===== src/rtl/opl3_arb_pkg.sv =====
// Shared types and encodings for the OPL3 host register bus arbiter.
package opl3_arb_pkg;

  typedef enum logic [2:0] {
    IDLE,
    ADDR_STB,
    ADDR_GAP,
    DATA_STB,
    DATA_GAP
  } state_t;

  typedef struct packed {
    logic       bank;
    logic [7:0] addr;
    logic [7:0] data;
  } opl3_wr_req_t;

  // A0 selects the index latch (0) or the data port (1) on the OPL3 bus.
  localparam logic A0_ADDR = 1'b0;
  localparam logic A0_DATA = 1'b1;

  function automatic int idx_w(int n);
    return (n > 1) ? $clog2(n) : 1;
  endfunction

endpackage


===== src/rtl/opl3_rr_arbiter.sv =====
// Combinational round-robin pick: first asserted request at or after ptr, wrapping.
module opl3_rr_arbiter
  import opl3_arb_pkg::*;
#(
  parameter int N  = 2,
  parameter int IW = idx_w(N)
) (
  input  logic [N-1:0]  req,
  input  logic [IW-1:0] ptr,
  output logic [N-1:0]  gnt,
  output logic [IW-1:0] idx,
  output logic          any
);

  logic [IW-1:0] cand;

  always_comb begin
    gnt  = '0;
    idx  = '0;
    any  = 1'b0;
    cand = '0;
    for (int i = 0; i < N; i++) begin
      cand = IW'((int'(ptr) + i) % N);
      if (!any && req[cand]) begin
        any       = 1'b1;
        gnt[cand] = 1'b1;
        idx       = cand;
      end
    end
  end

endmodule


===== src/rtl/opl3_host_bus_arbiter.sv =====
// Round-robin sharing of the OPL3 write bus; each grant runs an address then data strobe.
// Define OPL3_ARB_ADDR_CACHE_EN to skip the address phase when {bank,addr} repeats.
module opl3_host_bus_arbiter
  import opl3_arb_pkg::*;
#(
  parameter int NUM_REQ   = 2,
  parameter int WR_PULSE  = 2,
  parameter int ADDR_WAIT = 4,
  parameter int DATA_WAIT = 8,
  localparam int IW       = idx_w(NUM_REQ)
) (
  input  logic                    clk_host,
  input  logic                    ic_n,
  input  logic [NUM_REQ-1:0]      req_valid,
  output logic [NUM_REQ-1:0]      req_ready,
  input  logic [NUM_REQ-1:0]      req_bank,
  input  logic [NUM_REQ-1:0][7:0] req_addr,
  input  logic [NUM_REQ-1:0][7:0] req_data,
  output logic                    cs_n,
  output logic                    wr_n,
  output logic                    rd_n,
  output logic [1:0]              address,
  output logic [7:0]              din,
  output logic                    busy,
  output logic [IW-1:0]           grant_id
);

  state_t        state, state_nx;
  logic [15:0]   cnt, cnt_nx;
  logic [IW-1:0] ptr, gid, win_idx;
  logic [NUM_REQ-1:0] win_gnt;
  logic          win_any, take, hit, load_data;
  opl3_wr_req_t  req_q, win_req;
  logic [1:0]    addr_q;
  logic [7:0]    din_q;

  opl3_rr_arbiter #(.N(NUM_REQ), .IW(IW)) u_rr (
    .req (req_valid),
    .ptr (ptr),
    .gnt (win_gnt),
    .idx (win_idx),
    .any (win_any)
  );

  always_comb begin
    win_req.bank = req_bank[win_idx];
    win_req.addr = req_addr[win_idx];
    win_req.data = req_data[win_idx];
  end

  // Gating with ic_n keeps req_ready low while held in reset.
  assign take      = ic_n && (state == IDLE) && win_any;
  assign req_ready = take ? win_gnt : '0;

`ifdef OPL3_ARB_ADDR_CACHE_EN
  logic [8:0] cache_q;
  logic       cache_vld;

  assign hit = cache_vld && (cache_q == {win_req.bank, win_req.addr});

  always_ff @(posedge clk_host or negedge ic_n) begin
    if (!ic_n) begin
      cache_q   <= '0;
      cache_vld <= 1'b0;
    end else if (state == ADDR_STB && state_nx != ADDR_STB) begin
      cache_q   <= {req_q.bank, req_q.addr};
      cache_vld <= 1'b1;
    end
  end
`else
  assign hit = 1'b0;
`endif

  always_comb begin
    state_nx = state;
    cnt_nx   = cnt + 16'd1;
    case (state)
      IDLE: begin
        cnt_nx = '0;
        if (take) state_nx = hit ? DATA_STB : ADDR_STB;
      end
      ADDR_STB: if (cnt == 16'(WR_PULSE - 1)) begin
        cnt_nx   = '0;
        state_nx = (ADDR_WAIT > 0) ? ADDR_GAP : DATA_STB;
      end
      ADDR_GAP: if (cnt == 16'(ADDR_WAIT - 1)) begin
        cnt_nx   = '0;
        state_nx = DATA_STB;
      end
      DATA_STB: if (cnt == 16'(WR_PULSE - 1)) begin
        cnt_nx   = '0;
        state_nx = (DATA_WAIT > 0) ? DATA_GAP : IDLE;
      end
      DATA_GAP: if (cnt == 16'(DATA_WAIT - 1)) begin
        cnt_nx   = '0;
        state_nx = IDLE;
      end
      default: begin
        cnt_nx   = '0;
        state_nx = IDLE;
      end
    endcase
  end

  assign load_data = (state_nx == DATA_STB) && (state != DATA_STB);

  always_ff @(posedge clk_host or negedge ic_n) begin
    if (!ic_n) begin
      state  <= IDLE;
      cnt    <= '0;
      ptr    <= '0;
      gid    <= '0;
      req_q  <= '0;
      addr_q <= '0;
      din_q  <= '0;
    end else begin
      state <= state_nx;
      cnt   <= cnt_nx;
      if (take) begin
        req_q  <= win_req;
        gid    <= win_idx;
        ptr    <= (win_idx == IW'(NUM_REQ - 1)) ? '0 : win_idx + IW'(1);
        addr_q <= {win_req.bank, A0_ADDR};
        din_q  <= win_req.addr;
      end
      // On a cache hit the data phase starts straight from the grant cycle.
      if (load_data) begin
        addr_q <= {(take ? win_req.bank : req_q.bank), A0_DATA};
        din_q  <= take ? win_req.data : req_q.data;
      end
    end
  end

  assign cs_n     = !((state == ADDR_STB) || (state == DATA_STB));
  assign wr_n     = cs_n;
  assign rd_n     = 1'b1;
  assign address  = addr_q;
  assign din      = din_q;
  assign busy     = (state != IDLE);
  assign grant_id = gid;

endmodule


===== config.mk =====
export PLATFORM = sky130hd
export DESIGN_NAME = opl3_host_bus_arbiter
export DESIGN_NICKNAME = d
export VERILOG_FILES = /design/src/rtl/opl3_arb_pkg.sv /design/src/rtl/opl3_rr_arbiter.sv /design/src/rtl/opl3_host_bus_arbiter.sv
export SDC_FILE = /design/constraint.sdc
export NUM_CORES = 1
export LEC_CHECK = 0
export ABC_CLOCK_PERIOD_IN_PS = 2200
export CAP_MARGIN = 20
export CORE_MARGIN = 2
export CORE_UTILIZATION = 31
export DETAILED_ROUTE_END_ITERATION = 16
export PLACE_DENSITY_LB_ADDON = 0.05
export SYNTH_ARGS = -nofsm -noshare
export SYNTH_HDL_FRONTEND = slang
export SYNTH_SLANG_ARGS = --single-unit

===== constraint.sdc =====
create_clock -name clk_host -period 2.2 [get_ports clk_host]
set_clock_uncertainty 0.05 [all_clocks]
set_input_delay 0.44 -clock clk_host [delete_from_list [all_inputs] [get_ports clk_host]]
set_output_delay 0.44 -clock clk_host [all_outputs]
set_load 0.1 [all_outputs]

; Word-level counts from Yosys, hierarchy flattened
; Cells that the tools add are included.
; Widths: inputs -> output; s select.
[op_classes]
n_addsub = 3
order_cmp = 5
n_eq_ne = 9
mux = 38
bitwise = 1
n_reduce_logical = 13
[op_table]
columns = cell, n
row1 = $mux 8, 7
row2 = $mux 16, 3
row3 = $pmux 16 s3, 1
row4 = $add 16x1->16 const B, 1
row5 = $eq 16x1->1 const B, 1
row6 = $eq 16x2->1 const B, 1
row7 = $eq 16x3->1 const B, 1
row8 = $mux 3, 5
row9 = $pmux 3 s5, 1
row10 = $mux 1, 14
row11 = $mux 2, 5
row12 = $eq 3x2->1 const B, 3
row13 = $logic_and 1x1->1, 6
row14 = $lt 1x2->1 const B, 3
row15 = $eq 3x1->1 const B, 1
row16 = $eq 3x3->1 const B, 1
row17 = $logic_not 3->1, 1
row18 = $ne 3x2->1 const B, 1
row19 = $reduce_bool 3->1, 1
row20 = $add 1x1->1 const B, 2
row21 = $demux 1 s1, 2
row22 = $ge 1x1->1 const B, 2
row23 = $logic_not 1->1, 2
row24 = $or 2x2->2, 1
row25 = 3 further kinds, 3
[totals]
regBits = 40
inputBits = 38
output_inout_bits = 17
elab_cells = 77

; Depth between registers and ports, before layout
; Gate-level depths: netlist of the first run.
[logic_depth]
depth_word = 12
mapped_depth = 9
mapped_depth_nobuf = 7

; Modules after synthesis
; Synthesis of the first run repeated with hierarchy kept, for this count alone.
[unflattened]
hier_cells = 205
area_unflattened_um2 = 2277.2
[modules_own_cells]
columns = module, instances, cells_each, area_per_inst_um2
row1 = opl3_host_bus_arbiter, 1, 200, 2244.7
row2 = opl3_rr_arbiter, 1, 5, 32.5

; Worst setup path after synthesis of the first run
; No wires, ideal clock.
[synth_timing]
kind = flip-flop to output port
startpoint = register state[0]
endpoint = output port req_ready[1]
arrival_ps = 2145
required_ps = 1710
setup_slack_ps = -435
stages_incl_launch_ff = 6
path_buffers = 3
path_cell_list = dfrtp_1 -> buf_2 -> nor4b_2 -> and2_1 -> buf_2 -> buf_1
[synth_between]
elab_chain_cells = 4
[synth_lines]
columns = element, line
row1 = start: declaration, opl3_host_bus_arbiter.sv:28  ; state_t state, state_nx;
row2 = start signal: assignment, opl3_host_bus_arbiter.sv:117  ; state <= state_nx;
row3 = $logic_not 3->1, opl3_host_bus_arbiter.sv:52  ; assign take = ic_n && (state == IDLE) && win_any;
row4 = $logic_and 1x1->1 (2 in series), opl3_host_bus_arbiter.sv:52
row5 = $mux 2, opl3_host_bus_arbiter.sv:53  ; assign req_ready = take ? win_gnt : '0;
row6 = end: declaration, opl3_host_bus_arbiter.sv:15  ; output logic [NUM_REQ-1:0] req_ready,
; Every way passes these cells.

; Final worst setup path of the first run
[layout_timing]
startpoint = input port req_valid[1]
endpoint = output port req_ready[1]
[layout_between]
elab_chain_cells = 8
elab_cells_between_ends = 13
[layout_lines]
columns = element, line
row1 = start: declaration, opl3_host_bus_arbiter.sv:14  ; input logic [NUM_REQ-1:0] req_valid,
row2 = $mux 1 (implied by the code) (2 in series), opl3_rr_arbiter.sv:24  ; if (!any && req[cand]) begin
row3 = $mux 1, opl3_rr_arbiter.sv:24
row4 = $logic_not 1->1, opl3_rr_arbiter.sv:24
row5 = $logic_and 1x1->1, opl3_rr_arbiter.sv:24
row6 = $mux 1, opl3_rr_arbiter.sv:24
row7 = $logic_and 1x1->1, opl3_host_bus_arbiter.sv:52
row8 = $mux 2 *, opl3_host_bus_arbiter.sv:53
; Every way passes the cells marked *; elsewhere a longest branch is shown, timed or not. The select of a mux whose other input is x is not followed.

==> results of run 1 <==
[layout by cell type, fill, tap and decap left out, types with 2 or more instances in the layout]
| cell | instances |
|---|---|
| dfrtp_1 | 40 |
| clkdlybuf4s50_1 | 36 |
| nor2_1 | 30 |
| buf_4 | 28 |
| a21o_1 | 10 |
| xor2_1 | 10 |
| nand2_1 | 8 |
| a22o_1 | 8 |
| nand3_1 | 8 |
| a22oi_1 | 8 |
| a221o_2 | 7 |
| clkbuf_8 | 7 |
| buf_12 | 6 |
| inv_1 | 5 |
| xnor2_1 | 5 |
| nor4_4 | 3 |
| nand4_1 | 3 |
| nor4b_2 | 2 |
| and2_1 | 2 |
| and3_1 | 2 |
| and4_2 | 2 |
| a21oi_1 | 2 |
| ha_1 | 2 |
[worst max path at each step]
stage                  from      endpoint  slack, ps  cells past startpoint
2_1_floorplan      state[0]  req_ready[1]        -30                      5
3_3_place_gp         cnt[7]        din[2]        110                      6
3_5_place_dp   req_valid[1]        din[1]        100                      7
4_1_cts            state[1]  req_ready[0]         70                      5
5_1_grt            state[2]  req_ready[0]         20                      5
6_report       req_valid[1]  req_ready[1]        120                      4
[sequential cells by signal (all words and copies together), names as in the netlist]
name,cells
din,8
grant_id,1
ptr,1
req_q,9
cnt,16
address,2
state,3
[layout make-up]
| cell class | count | area share |
|---|---|---|
| Multi-Input combinational cell | 133 | 0.332 |
| Inverter | 5 | 0.00653 |
| Clock buffer | 7 | 0.0335 |
| Timing Repair Buffer | 72 | 0.246 |
| Sequential cell | 40 | 0.348 |
| Tap cell | 77 | 0.0335 |
[kinds of logic after synthesis]
logic type      share of synthesized area
mux                               0.00550
fa+ha+maj                          0.0122
buf+inv                            0.0483
simple gates                        0.202
flops                               0.489
xor+xnor                           0.0641
other cells                       0.00183
compound gates                      0.178
[power by group through the flow]
stage	clock [mW]	combinational, mW	sequential, mW
6_report	0.546	2.44	1.07
5_1_grt	0.600	2.61	1.10
4_1_cts	0.562	2.46	1.07
3_5_place_dp	0	2.45	1.09
3_3_place_gp	0	2.45	1.08
2_1_floorplan	0	1.08	1.75
[worst register-to-register path, delay by kind of cell (launching register included)]
family                 cells  cell delay [ps]
buffers and inverters      1              230
DFF                        1              450
AOI/OAI and AO/OA          1              300
and+or+nand+nor            4              890
[cell usage after synthesis, drive strengths merged, types with 4 or more instances]
| cell type | instances |
|---|---|
| dfrtp | 40 |
| buf | 14 |
| nand3 | 8 |
| nand2 | 8 |
| a21o | 11 |
| a22oi | 8 |
| nand4 | 4 |
| inv | 5 |
| xor2 | 10 |
| a221o | 8 |
| nor2 | 31 |
| a22o | 8 |
| xnor2 | 5 |
[per-stage QoR]
| step | power, mW | hold slack (ps) |
|---|---|---|
| CTS | 4.09 | 240 |
| global placement | 3.53 | 418 |
| floorplan | 2.84 | 94.4 |
| global route | 4.30 | 256 |
| finish | 4.05 | 204 |
| detailed placement | 3.54 | 417 |
[repair_timing]
item,in CTS,in global routing
pin swaps,0,1
setup endpoints to repair,1,8
resized for setup,0,2
setup buffers,1,0
[metal layers]
metal	vias up	wire length, um
met5	-	0
met4	0	53
met3	6	246
met2	43	2400
met1	778	2440
li1	812	-
==> flow_metrics.env, run 1 <==
export IMPL_clk_latency_ps=300
export IMPL_synth_largest_type_area_fraction=0.489
export IMPL_multi_input_comb_area_um2=956
export IMPL_number_of_flops_mapped_to_enable_cells_by_yosys=0
export IMPL_final_util=0.450
export IMPL_first_global_vias=1740
export IMPL_overflow=0
export IMPL_drive_above_1_share=0.245
export IMPL_ys_async_sr_fraction=1.00
export IMPL_slew_headroom=0.639
export IMPL_finalCritPeriodShare=0.946
export IMPL_drt_first_pass_iters=4
export IMPL_cp_start_kind="input pin"
export IMPL_floorplan_die_width_um=85.3
export IMPL_place_area_mm2=0.00276
export IMPL_postSynthRegisterBits=40
export IMPL_achievable_frequency_ghz=0.480
export IMPL_height_of_the_die_um=85.3
export IMPL_io_count=55
export IMPL_hold_viol_final=0
export IMPL_min_period_ps=2080
export IMPL_met2_usage=0.246
export IMPL_groute_layer_met3_usage=0.0457
export IMPL_synth_cell_area_mm2=0.00205
export IMPL_pwr_share_comb=0.602
export IMPL_max_cap_viol_count=0
export IMPL_net_switching_power_mw=1.98
export IMPL_timing_setup_critical_path_class="input pin to output port"
export IMPL_irDropWorstVdd_v=0.000649
export IMPL_vias_per_cell=4.91
export IMPL_cp_required_ps=1710
export IMPL_drt_wirelength_per_cell_um=15.4
export IMPL_number_of_drc_markers_in_iteration_0=80
export IMPL_worstMarginPinSlew_ps=541
export IMPL_tritoncts="yes"
export IMPL_use_met1=0.215
export IMPL_crit_fanout=3
export IMPL_setup_slack_ps=119
export IMPL_timing_critical_path_buf_inv=2
export IMPL_reg2regPathDepth=6
export IMPL_leakage_nw=1.33
export IMPL_postLayoutCellArea_mm2=0.00288
export IMPL_intPower_mw=2.07
export IMPL_rows=29
export IMPL_via_count=1639
export IMPL_ys_warn_count=0
export IMPL_post_cts_hold_buffer_count=0
export IMPL_share_seq_of_total_power=0.264
export IMPL_place_inst=326
export IMPL_setup_violations=0
export IMPL_synth_lib_cells_used_distinct=42
export IMPL_antenna_cells_inserted=0
export IMPL_fin_nets=297
export IMPL_ys_top_cells_by_area="dfrtp_1 49%, nor2_1 5.5%, xor2_1 4.3%, a221o_2 3.8%, a21o_1 3.7%"
export IMPL_initial_core_utilization=0.321
export IMPL_worst_setup_path_end_kind="output port"
export IMPL_synth_seq_area_share=0.489
export IMPL_syn_num_nets=232
export IMPL_totalWireLength_mm=5.14
export IMPL_cts_path_max_buffers=2
export IMPL_slew_viol_final=0
export IMPL_areaGrowthSynthToFinish_pct=40.4
export IMPL_postSynthAreaPerCell_um2=10.7
export IMPL_synthesis_instances=192
export IMPL_drc=0
export IMPL_status="complete, no violations"
export IMPL_yosys_area_top_type="dfrtp_1"
export IMPL_clk_transition_reported_paths_ps=70
export IMPL_final_cell_count_no_fill=334
export IMPL_globalplace_congestion=0.766
export IMPL_port_buffer_count=53
export IMPL_timing_hold_worst_class="input pin to asynchronous set/reset pin"
export IMPL_dieArea_mm2=0.00727
export IMPL_rr_startpoint="cnt[7]"
export IMPL_post_dp_hpwl_mm=3.63
export IMPL_power_frac_clock=0.135
export IMPL_cp_top_family="buffers and inverters"
export IMPL_grt_total_usage=0.158
export IMPL_p_sw_frac=0.489
export IMPL_antenna_found_initial=0
export IMPL_worst_path_largest_cell_delay_ps=500
export IMPL_crit_chain="clkdlybuf4s50_1 > a21boi_0 > and2_1 > buf_12"
export IMPL_fill_cells=636
export IMPL_core_mm2=0.00639
export IMPL_ctsRootBufferMaster="clkbuf_8"
export IMPL_final_seq_area_mm2=0.00100
export IMPL_unrepaired_setup_endpoints_after_global_routing="false"
export IMPL_detail_route_antenna_nets=0
export IMPL_worstReg2RegEnd="din[5]"
export IMPL_clock_tree_sinks=40
export IMPL_power_density_mw_per_mm2=1410
export IMPL_worst_case_setup_slack_after_placement_ps=97.2
export IMPL_cts_made_buffers=5
export IMPL_regToRegSetupSlack_ps=170
export IMPL_ys_flop_type="dfrtp_1"
export IMPL_cp_slowest_cell="clkdlybuf4s50_1"
export IMPL_timing_setup_tns_ps=0
export IMPL_first_pass_grt_wire_length_mm=8.91
export IMPL_maximum_number_of_pins_on_one_net_before_global_route_repair=41
export IMPL_grt_busiest_layer="met2"
export IMPL_htreeDepth=2
export IMPL_cp_arrival_ps=1590
No activity file was read; power rests on OpenSTA's default activity.
==> run 2, diff against run 1 <==
--- a/config.mk
+++ b/config.mk
@@ -7,8 +7,8 @@
 export LEC_CHECK = 0
 export ABC_CLOCK_PERIOD_IN_PS = 2200
 export CAP_MARGIN = 20
-export CORE_MARGIN = 2
-export CORE_UTILIZATION = 31
+export CORE_MARGIN = 3
+export CORE_UTILIZATION = 43
 export DETAILED_ROUTE_END_ITERATION = 16
 export PLACE_DENSITY_LB_ADDON = 0.05
 export SYNTH_ARGS = -nofsm -noshare
==> flow_metrics.env, run 2 (same netlist as run 1, synthesis figures left out) <==
export IMPL_post_dp_hpwl_mm=3.60
export IMPL_most_common_layout_cells="40 x dfrtp_1, 36 x clkdlybuf4s50_1, 30 x nor2_1"
export IMPL_cp_arrival_ps=1650
export IMPL_antenna_found_initial=0
export IMPL_critPathMostFrequentCell="buf_12"
export IMPL_via_count=1739
export IMPL_max_reg_flops=16
export IMPL_cts_path_max_buffers=2
export IMPL_finalCritPeriodShare=0.971
export IMPL_achievable_frequency_ghz=0.468
export IMPL_drive_above_1_share=0.249
export IMPL_final_cell_count_no_fill=309
export IMPL_cp_slowest_cell="dfrtp_1"
export IMPL_cp_required_ps=1710
export IMPL_htreeDepth=2
export IMPL_timing_hold_worst_class="input pin to asynchronous set/reset pin"
export IMPL_irDropWorstVdd_v=0.000826
export IMPL_floorplan_die_width_um=75.0
export IMPL_port_buffer_count=53
export IMPL_drt_wirelength_per_cell_um=16.5
export IMPL_height_of_the_die_um=75.0
export IMPL_areaGrowthSynthToFinish_pct=40.5
export IMPL_clock_tree_sinks=40
export IMPL_tritoncts="yes"
export IMPL_power_density_mw_per_mm2=1420
export IMPL_worstMarginPinSlew_ps=512
export IMPL_setup_violations=0
export IMPL_totalWireLength_mm=5.09
export IMPL_setup_slack_ps=64.3
export IMPL_core_mm2=0.00447
export IMPL_grt_total_usage=0.194
export IMPL_slew_headroom=0.659
export IMPL_maximum_number_of_pins_on_one_net_before_global_route_repair=41
export IMPL_vias_per_cell=5.63
export IMPL_regMostFlops="cnt"
export IMPL_crit_fanout=2
export IMPL_drt_first_pass_iters=4
export IMPL_worst_case_setup_slack_after_placement_ps=95.9
export IMPL_layout_cells_most_common="dfrtp_1"
export IMPL_unrepaired_setup_endpoints_after_global_routing="false"
export IMPL_slew_viol_final=0
export IMPL_dieArea_mm2=0.00563
export IMPL_initial_core_utilization=0.458
export IMPL_drc=0
export IMPL_max_cap_viol_count=0
export IMPL_crit_chain="nor4b_4 > buf_4 > and3_1 > buf_12 > buf_12"
export IMPL_place_area_mm2=0.00271
export IMPL_place_inst=296
export IMPL_timing_setup_critical_path_class="register to output port"
export IMPL_fin_nets=297
export IMPL_first_global_vias=1701
export IMPL_postLayoutCellArea_mm2=0.00288
export IMPL_globalplace_congestion=0.809
export IMPL_detail_route_antenna_nets=0
export IMPL_post_cts_hold_buffer_count=0
export IMPL_status="complete, no violations"
export IMPL_cts_made_buffers=5
export IMPL_cp_start_kind="register"
export IMPL_first_pass_grt_wire_length_mm=8.29
export IMPL_overflow=0
export IMPL_worst_path_largest_cell_delay_ps=410
export IMPL_number_of_drc_markers_in_iteration_0=194
export IMPL_clk_latency_ps=290
export IMPL_io_count=55
export IMPL_ctsRootBufferMaster="clkbuf_8"
export IMPL_min_period_ps=2140
export IMPL_rows=24
export IMPL_hold_viol_final=0
export IMPL_antenna_cells_inserted=0
export IMPL_finalPower_mw=4.09
export IMPL_fill_cells=362
export IMPL_clk_transition_reported_paths_ps=80
export IMPL_final_util=0.643
export IMPL_worst_setup_path_end_kind="output port"
export IMPL_leakage_nw=1.34
-- run 2: cell type report --
| type | instances | area, um2 | area share |
|---|---|---|---|
| timing repair buffer | 72 | 723 | 0.251 |
| multi-input combinational | 133 | 973 | 0.338 |
| tap | 52 | 65.1 | 0.0226 |
| inverter | 5 | 18.8 | 0.00652 |
| clock buffer | 7 | 96.3 | 0.0335 |
| sequential | 40 | 1000 | 0.348 |
-- run 2: power by group --
part	internal, mW	total (mW)	leakage [nW]	switching (mW)
sequential	0.961	1.09	0.520	0.132
clock	0.279	0.532	0.0503	0.252
combinational	0.856	2.46	0.770	1.61
-- run 2: repair_timing --
action,4_1_cts,5_1_grt
gates resized for setup,0,6
buffers inserted,3,3
hold endpoints to repair,0,0
setup endpoints to repair,1,8
pin swaps,1,3
-- run 2: worst max-delay path, delay by kind of cell, from the launching register on --
kind | cells | cell delay (ps)
buffers and inverters | 3 | 440
DFF | 1 | 410
and+or+nand+nor | 2 | 500
-- run 2: stage by stage --
step                hold slack (ps)  setup TNS (ps)
floorplan                      94.4           -31.5
global placement                404               0
detailed placement              414               0
CTS                             195               0
global route                    222               0
finish                          180               0
-- run 2: final timing paths --
check | slack [ps] | cells past startpoint | endpoint | startpoint
worst max-delay path | 60 | 5 | req_ready[0] | state[0]
worst min-delay path | 180 | 2 | address[0] | ic_n
worst max register to register | 120 | 7 | din[7] | cnt[0]
worst min register to register | 430 | 1 | req_q[16] | req_q[16]
max in group asynchronous | 1570 | 2 | address[1] | ic_n
min in group clk_host | 430 | 1 | req_q[16] | req_q[16]
-- run 2: metal layers --
| layer | vias up | routed length [um] | GRT usage |
|---|---|---|---|
| li1 | 810 | - | - |
| met1 | 843 | 2180 | 0.270 |
| met2 | 80 | 2530 | 0.305 |
| met3 | 6 | 326 | 0.0387 |
| met4 | 0 | 54 | 0.0613 |
| met5 | - | 0 | 0 |
==> run 3, diff against run 2 <==
--- a/config.mk
+++ b/config.mk
@@ -10,6 +10,7 @@
 export CORE_MARGIN = 3
 export CORE_UTILIZATION = 43
 export DETAILED_ROUTE_END_ITERATION = 16
+export GPL_ROUTABILITY_DRIVEN = 0
 export PLACE_DENSITY_LB_ADDON = 0.05
 export SYNTH_ARGS = -nofsm -noshare
 export SYNTH_HDL_FRONTEND = slang
==> results of run 3 <==
Final layout, timing and power as in run 2 (identical DEF).
